--- src/rtl/uart_rx.sv ---
// uart_rx: 16x-oversampled UART receiver; LSB-first word with a one-clock rx_done strobe.
// Define UART_RX_PARITY_EN to add an even-parity bit after the data and a parity_error output.
module uart_rx #(
  parameter int DATA_BITS  = 8,
  parameter int OVERSAMPLE = 16
) (
  input  logic                 clock,
  input  logic                 reset_n,
  input  logic                 tick,
  input  logic                 rx,
  output logic [DATA_BITS-1:0] data_out,
  output logic                 rx_done,
  output logic                 frame_error
`ifdef UART_RX_PARITY_EN
  ,
  output logic                 parity_error
`endif
);

  localparam int S_W = $clog2(OVERSAMPLE);
  localparam int N_W = $clog2(DATA_BITS);
  localparam logic [S_W-1:0] S_MID  = S_W'(OVERSAMPLE / 2 - 1);
  localparam logic [S_W-1:0] S_LAST = S_W'(OVERSAMPLE - 1);
  localparam logic [N_W-1:0] N_LAST = N_W'(DATA_BITS - 1);

  typedef enum logic [2:0] {
    IDLE,
    START,
    DATA,
`ifdef UART_RX_PARITY_EN
    PARITY,
`endif
    STOP
  } state_t;

  state_t               state, state_next;
  logic [S_W-1:0]       s, s_next;
  logic [N_W-1:0]       n, n_next;
  logic [DATA_BITS-1:0] shift, shift_next;
  logic                 rx_meta, rx_s;
  logic                 finish;

  // Two-flop synchroniser; idles high so reset never looks like a start bit.
  always_ff @(posedge clock) begin
    if (!reset_n) begin
      rx_meta <= 1'b1;
      rx_s    <= 1'b1;
    end else begin
      rx_meta <= rx;
      rx_s    <= rx_meta;
    end
  end

  always_ff @(posedge clock) begin
    if (!reset_n) begin
      state <= IDLE;
      s     <= '0;
      n     <= '0;
      shift <= '0;
    end else begin
      state <= state_next;
      s     <= s_next;
      n     <= n_next;
      shift <= shift_next;
    end
  end

  always_comb begin
    state_next = state;
    s_next     = s;
    n_next     = n;
    shift_next = shift;
    case (state)
      IDLE: begin
        if (!rx_s) begin
          state_next = START;
          s_next     = '0;
        end
      end
      START: begin
        if (tick) begin
          if (s == S_MID) begin
            s_next     = '0;
            n_next     = '0;
            state_next = rx_s ? IDLE : DATA;
          end else begin
            s_next = s + 1'b1;
          end
        end
      end
      DATA: begin
        if (tick) begin
          if (s == S_LAST) begin
            s_next     = '0;
            shift_next = {rx_s, shift[DATA_BITS-1:1]};
            if (n == N_LAST) begin
`ifdef UART_RX_PARITY_EN
              state_next = PARITY;
`else
              state_next = STOP;
`endif
            end else begin
              n_next = n + 1'b1;
            end
          end else begin
            s_next = s + 1'b1;
          end
        end
      end
`ifdef UART_RX_PARITY_EN
      PARITY: begin
        if (tick) begin
          if (s == S_LAST) begin
            s_next     = '0;
            state_next = STOP;
          end else begin
            s_next = s + 1'b1;
          end
        end
      end
`endif
      STOP: begin
        if (tick) begin
          if (s == S_LAST) begin
            state_next = IDLE;
          end else begin
            s_next = s + 1'b1;
          end
        end
      end
      default: state_next = IDLE;
    endcase
  end

  always_comb begin
    finish = (state == STOP) && tick && (s == S_LAST);
  end

`ifdef UART_RX_PARITY_EN
  logic perr_q;

  // Parity result is held until the stop-bit sample publishes the whole frame.
  always_ff @(posedge clock) begin
    if (!reset_n) begin
      perr_q <= 1'b0;
    end else if ((state == PARITY) && tick && (s == S_LAST)) begin
      perr_q <= rx_s ^ (^shift);
    end
  end
`endif

  always_ff @(posedge clock) begin
    if (!reset_n) begin
      data_out    <= '0;
      rx_done     <= 1'b0;
      frame_error <= 1'b0;
`ifdef UART_RX_PARITY_EN
      parity_error <= 1'b0;
`endif
    end else begin
      rx_done <= finish;
      if (finish) begin
        data_out    <= shift;
        frame_error <= ~rx_s;
`ifdef UART_RX_PARITY_EN
        parity_error <= perr_q;
`endif
      end
    end
  end

endmodule

--- config.mk ---
export PLATFORM = sky130hd
export DESIGN_NAME = uart_rx
export DESIGN_NICKNAME = d
export VERILOG_FILES = /design/src/rtl/uart_rx.sv
export SDC_FILE = /design/constraint.sdc
export NUM_CORES = 1
export LEC_CHECK = 0
export CAP_MARGIN = 20
export CELL_PAD_IN_SITES_DETAIL_PLACEMENT = 0
export CELL_PAD_IN_SITES_GLOBAL_PLACEMENT = 1
export CORE_MARGIN = 2
export CORE_UTILIZATION = 41
export CTS_CLUSTER_SIZE = 30
export DETAILED_ROUTE_END_ITERATION = 8
export GPL_ROUTABILITY_DRIVEN = 0
export HOLD_SLACK_MARGIN = 0.12
export PLACE_DENSITY = 0.86
export SYNTH_ARGS = -nofsm -noshare
export SYNTH_HDL_FRONTEND = slang
export SYNTH_SLANG_ARGS = --single-unit
--- constraint.sdc ---
create_clock -name clock -period 2.2 [get_ports clock]
set_input_delay 0.22 -clock clock [delete_from_list [all_inputs] [get_ports clock]]
set_output_delay 0.22 -clock clock [all_outputs]
set_load 0.05 [all_outputs]
Yosys cells after proc, flatten, opt, wreduce, memory -nomap -nowiden:

Index checks and enable logic that the tools add are counted.

* input bits: 4
* output and inout port bits: 10
* register bits: 30

* equality and inequality tests: 16
* add/subtract/negate cells: 2
* multiplexer cells: 24
* reduce and logical (&&, ||, !) cells: 9
* bitwise gates (word level): 1

Operator list (count)
* two-way mux 3 bit: 13
* two-way mux 4 bit: 7
* inequality test 2 bit (second input constant): 10
* one-hot mux 4 bit (4 select lines): 1
* one-hot mux 3 bit (4 select lines): 1
* AND reduction 6 bit: 2
* AND reduction 8 bit: 1
* equality test 3 x 2 -> 1 bit (second input constant): 2
* one-hot mux 3 bit (2 select lines): 1
* adder 4 x 1 -> 4 bit (second input constant): 1
* equality test 4 x 3 -> 1 bit (second input constant): 1
* equality test 4 bit (second input constant): 1
* nonzero test 4 bit: 1
* adder 3 x 1 -> 3 bit (second input constant): 1
* equality test 3 x 1 -> 1 bit (second input constant): 1
* equality test 3 bit (second input constant): 1
* logical NOT 3 bit: 1
* AND reduction 3 bit: 1
* logical AND 1 bit: 2
* two-way mux 2 bit: 1
* nonzero test 2 bit: 1
* inverter 1 bit: 1

Logic depth before layout (Yosys ltp):

* depth after elaboration: 5
* depth in mapped cells: 6
* mapped depth without buffers: 6

Worst setup path before layout:

No wires, ideal clock.

* kind: register -> register
* start: register s[0]
* end: register s[3]
* arrival time: 1.487 ns
* setup time: 0.080 ns
* cell stages (with the launch flop): 6
* buffers on the path: 0
* data required time: 2.120 ns
* setup slack: 0.634 ns
* period minus slack after synthesis: 1.566 ns
* path through: dfxtp_1 > ha_1 > nand4_1 > a21oi_1 > or4_4 > a211oi_2

* word-level cells in the longest chain between the ends: 4

Ends and longest elaborated chain
* start: declaration: RTL line 37 `logic [S_W-1:0] s, s_next;`
* start signal: assignment: RTL line 62 `s <= s_next;`
* adder 4 x 1 -> 4 bit, or another cell as far along: RTL line 87, 106, 127
* two-way mux 4 bit (on tied branches): RTL line 124, 82, 93
* two-way mux 4 bit (on tied branches): RTL line 123, 81, 92
* one-hot mux 4 bit (4 select lines): RTL line 73 `case (state)`

Several ways; a longest one is shown, not always the timed one. The select of a mux whose other input is x is not followed.
A chain may end at the register's enable or synchronous reset.

Final worst setup path:

* start: register state[1]
* end: register s[1]

* word-level cells in the longest chain between the ends: 3

Ends and longest elaborated chain
* start: declaration: RTL line 36 `state_t state, state_next;`
* start signal: assignment: RTL line 61 `state <= state_next;`
* equality test 3 x 2 -> 1 bit, or another cell as far along: RTL line 73
* nonzero test 4 bit (no source line) or inequality test 2 bit (tied branches)
* AND reduction 6 bit (no source line)

Several ways; a longest one is shown, not always the timed one.

==> impl_metrics.json <==
{
  "place_hpwl_um": 1730,
  "yosysWarningCount": 0,
  "number_of_global_route_vias_before_repair": 966,
  "setup_viol": 0,
  "synth.ff_latch_count": 29,
  "cts-buffers-inserted": 5,
  "pin_count_of_the_biggest_net_entering_global_routing": 17,
  "synthCells": 137,
  "min-delay-path-class": "flip-flop to flip-flop",
  "worst-setup-path-type": "flip-flop to flip-flop",
  "maxSlewViolCount": 0,
  "cts_setup_buffers": 0,
  "drt-wirelength-per-cell_um": 13.3,
  "floorplan.initialDensity_pct": 42.4,
  "cp.arrival_ns": 2.03,
  "finish.cell_count_without_fillers": 186,
  "post_drt_via_cell_ratio": 5.47,
  "peakVddDrop_v": 0.000422,
  "total_power_consumption_mw": 1.03,
  "drt_first_pass_iters": 4,
  "part_of_the_cycle_the_worst_path_needs_pct": 82.3,
  "cellLeakagePower_nw": 0.530,
  "coreArea_um2": 2980,
  "crit_fanout": 13,
  "design.die.area_um2": 3540,
  "cp.required_ns": 2.42,
  "tns_ns": 0,
  "boundary_pins": 14,
  "cts.clk_slew.worst_paths_ns": 0.09,
  "power-per-cell-area_nw_per_um2": 688,
  "tritoncts_num_sinks": 29,
  "place_inst": 178,
  "cts_tree": "done",
  "cpPeakStageDelay_ns": 0.61,
  "num-nets-final": 159,
  "synth_compound_area_share_pct": 15.3,
  "critical_path_buf_inv_count": 1,
  "htree_num_levels": 2,
  "synth_xor_area_share_pct": 0.694,
  "synth_top_family_by_area": "simple AND/OR/NAND/NOR gates",
  "synth_area_um2": 1260,
  "maximum_capacitance_violations": 0,
  "ratio_of_cells_with_drive_above_1_in_the_final_layout_pct": 11.1,
  "gr-usage-all-layers_pct": 17.0,
  "area_growth_syn_to_layout_pct": 18.4,
  "syn_nets": 144,
  "clock.fmax_mhz": 553,
  "synth_cell_types": 38,
  "synth-simple-area-share_pct": 21.9,
  "grt_first_pass_wirelength_um": 4370,
  "insertedDiodeCount": 0,
  "die_width_um": 59.5,
  "fillerInstances": 280,
  "finalClockSkew_ns": 0.00555,
  "synth.avg_cell_area_um2": 9.21,
  "cp_slowest_cell": "sky130_fd_sc_hd__dfxtp_1",
  "critPathCaptureType": "flip-flop",
  "timing.slew.headroom_pct": 62.7,
  "clock_path_buffers": 2,
  "tightest_slew_ns": 0.559,
  "synth_seq_area_share_pct": 46.0,
  "crit_chain": "inv_1, a21oi_1, o21ai_0, a211oi_1",
  "outcome": "finished, final reports clean",
  "startpoint_class_of_the_critical_path": "flip-flop",
  "clock_insertion_delay_worst_skew_ns": 0.32,
  "via_count": 1017,
  "worst_path_dominant_cell_family": "compound AO/OA/AOI/OAI gates",
  "final_period_minus_worst_setup_slack_ns": 1.81,
  "number_of_design_rule_violations_left_by_the_first_detailed_router_iteration": 30,
  "wl_um": 2480,
  "hold_bufs_at_cts": 0,
  "rsz0062_at_grt": "no",
  "ant_nets": 0,
  "placement_rows": 20,
  "arithmetic_cell_share_of_the_synthesized_area_counting_full_adders_half_adders_and_majority_gates_pct": 2.98,
  "detail_route.drc_violations": 0,
  "grt_antenna_before_repair": 0,
  "timing_hold_violations_final": 0,
  "die_y_um": 59.5,
  "portBuffers": 13,
  "cts_resized": 0,
  "clock-root-buffer": "sky130_fd_sc_hd__clkbuf_4",
  "grt_overflow_total": 0,
  "yosys-mux-area-fraction_pct": 8.73
}
synth_stat cells (all sizes together):
cell type   n  area, um^2
a21oi      11        55.1
dfxtp      29         581
xor2        1        8.76
nor2       17        73.8
nand3       2        10.0
o21ai       5        25.0
or3b        1        8.76
inv         3        11.3
or2         2        12.5
nor4        1        6.26
clkinv      1        3.75
a211oi      4        35.0
and3        3        18.8
o221a       1        11.3
nor4bb      1        10.0
or3         1        6.26
nand2      18        67.6
buf         4        28.8
o31ai       1        7.51
clkbuf      3        11.3
a31oi       1        6.26
or4         1        11.3
o2bb2ai     1        27.5
nor3        1        5.00
o31a        1        8.76
o21a        1        7.51
nand4       3        18.8
nand2b      2        12.5
ha          3        37.5
mux2i      11         110
nor3b       2        15.0
a311oi      1        8.76
routing by layer:
layer | global-route usage (%) | part of all wire (%) | vias to the layer above
li1 | - | - | 513
met1 | 19.6 | 44 | 472
met2 | 27.2 | 48 | 22
met3 | 5.02 | 4.8 | 10
met4 | 11.0 | 2.7 | 0
met5 | 0 | 0 | -
registers in the layout, indices dropped and copies added, names as in the netlist:
signal / count
data_out: 8
frame_error: 1
n: 3
rx_done: 1
rx_meta: 1
rx_s: 1
s: 4
shift: 8
state: 2
worst reg2reg max path, delay by kind of cell (launching register included):
family                 cells  cell delay, ns
buffers and inverters      1            0.15
AO/OA/AOI/OAI              3            0.96
flip-flops                 1            0.61
worst paths after layout:
kind / start / endpoint / slack, ns / depth (start not counted)
min: rx_meta / rx_s / 0.41 / 1
max reg2reg: state[1] / s[1] / 0.39 / 4
min reg2reg: rx_meta / rx_s / 0.41 / 1
max: state[1] / s[1] / 0.39 / 4
cell type report:
| class | instances | area (um^2) | area share, % |
|---|---|---|---|
| multi-input combinational | 97 | 626 | 41.9 |
| sequential | 29 | 581 | 38.9 |
| timing repair buffer | 15 | 145 | 9.72 |
| clock buffer | 7 | 55.1 | 3.69 |
| tap | 33 | 41.3 | 2.77 |
| clock inverter | 1 | 30.0 | 2.01 |
| inverter | 4 | 15.0 | 1.01 |
power by group:
part	internal [mW]	switching (mW)	leakage [nW]
Clock	0.271	0.182	0.0455
Sequential	0.529	0.00680	0.234
Combinational	0.0169	0.0211	0.250
Total	0.817	0.210	0.530
kinds of logic after synthesis:
group / after synthesis
XOR/XNOR: 1
adder cells (fa/ha/maj): 3
flip-flops: 29
multiplexers: 11
AND/OR/NAND/NOR: 55
buffers and inverters: 11
AO/OA/AOI/OAI: 27
layout by cell type, fill, tap and decap left out, drive strengths merged, types with 2 or more instances in the layout:
master	count
or2	2
buf	2
dfxtp	29
a21oi	11
nor3b	2
nand4	3
clkdlybuf4s50	13
clkbuf	7
and3	3
ha	3
mux2i	11
nand2	18
nor2	17
inv	3
a211oi	4
nand2b	2
nand3	2
o21ai	5
stage by stage:
| stage | cell area, um^2 | utilization, % | hold WS (ns) | worst slack [ns] |
|---|---|---|---|---|
| after floorplan | 1260 | - | 0.293 | 0.634 |
| after global placement | 1410 | 47.3 | 0.395 | 0.346 |
| after detailed placement | 1410 | 47.3 | 0.399 | 0.312 |
| after CTS | 1490 | 50.1 | 0.421 | 0.396 |
| after global routing | 1490 | 50.1 | 0.437 | 0.151 |
| final | 1490 | 50.1 | 0.414 | 0.390 |
(Power assumes the default switching activity.)
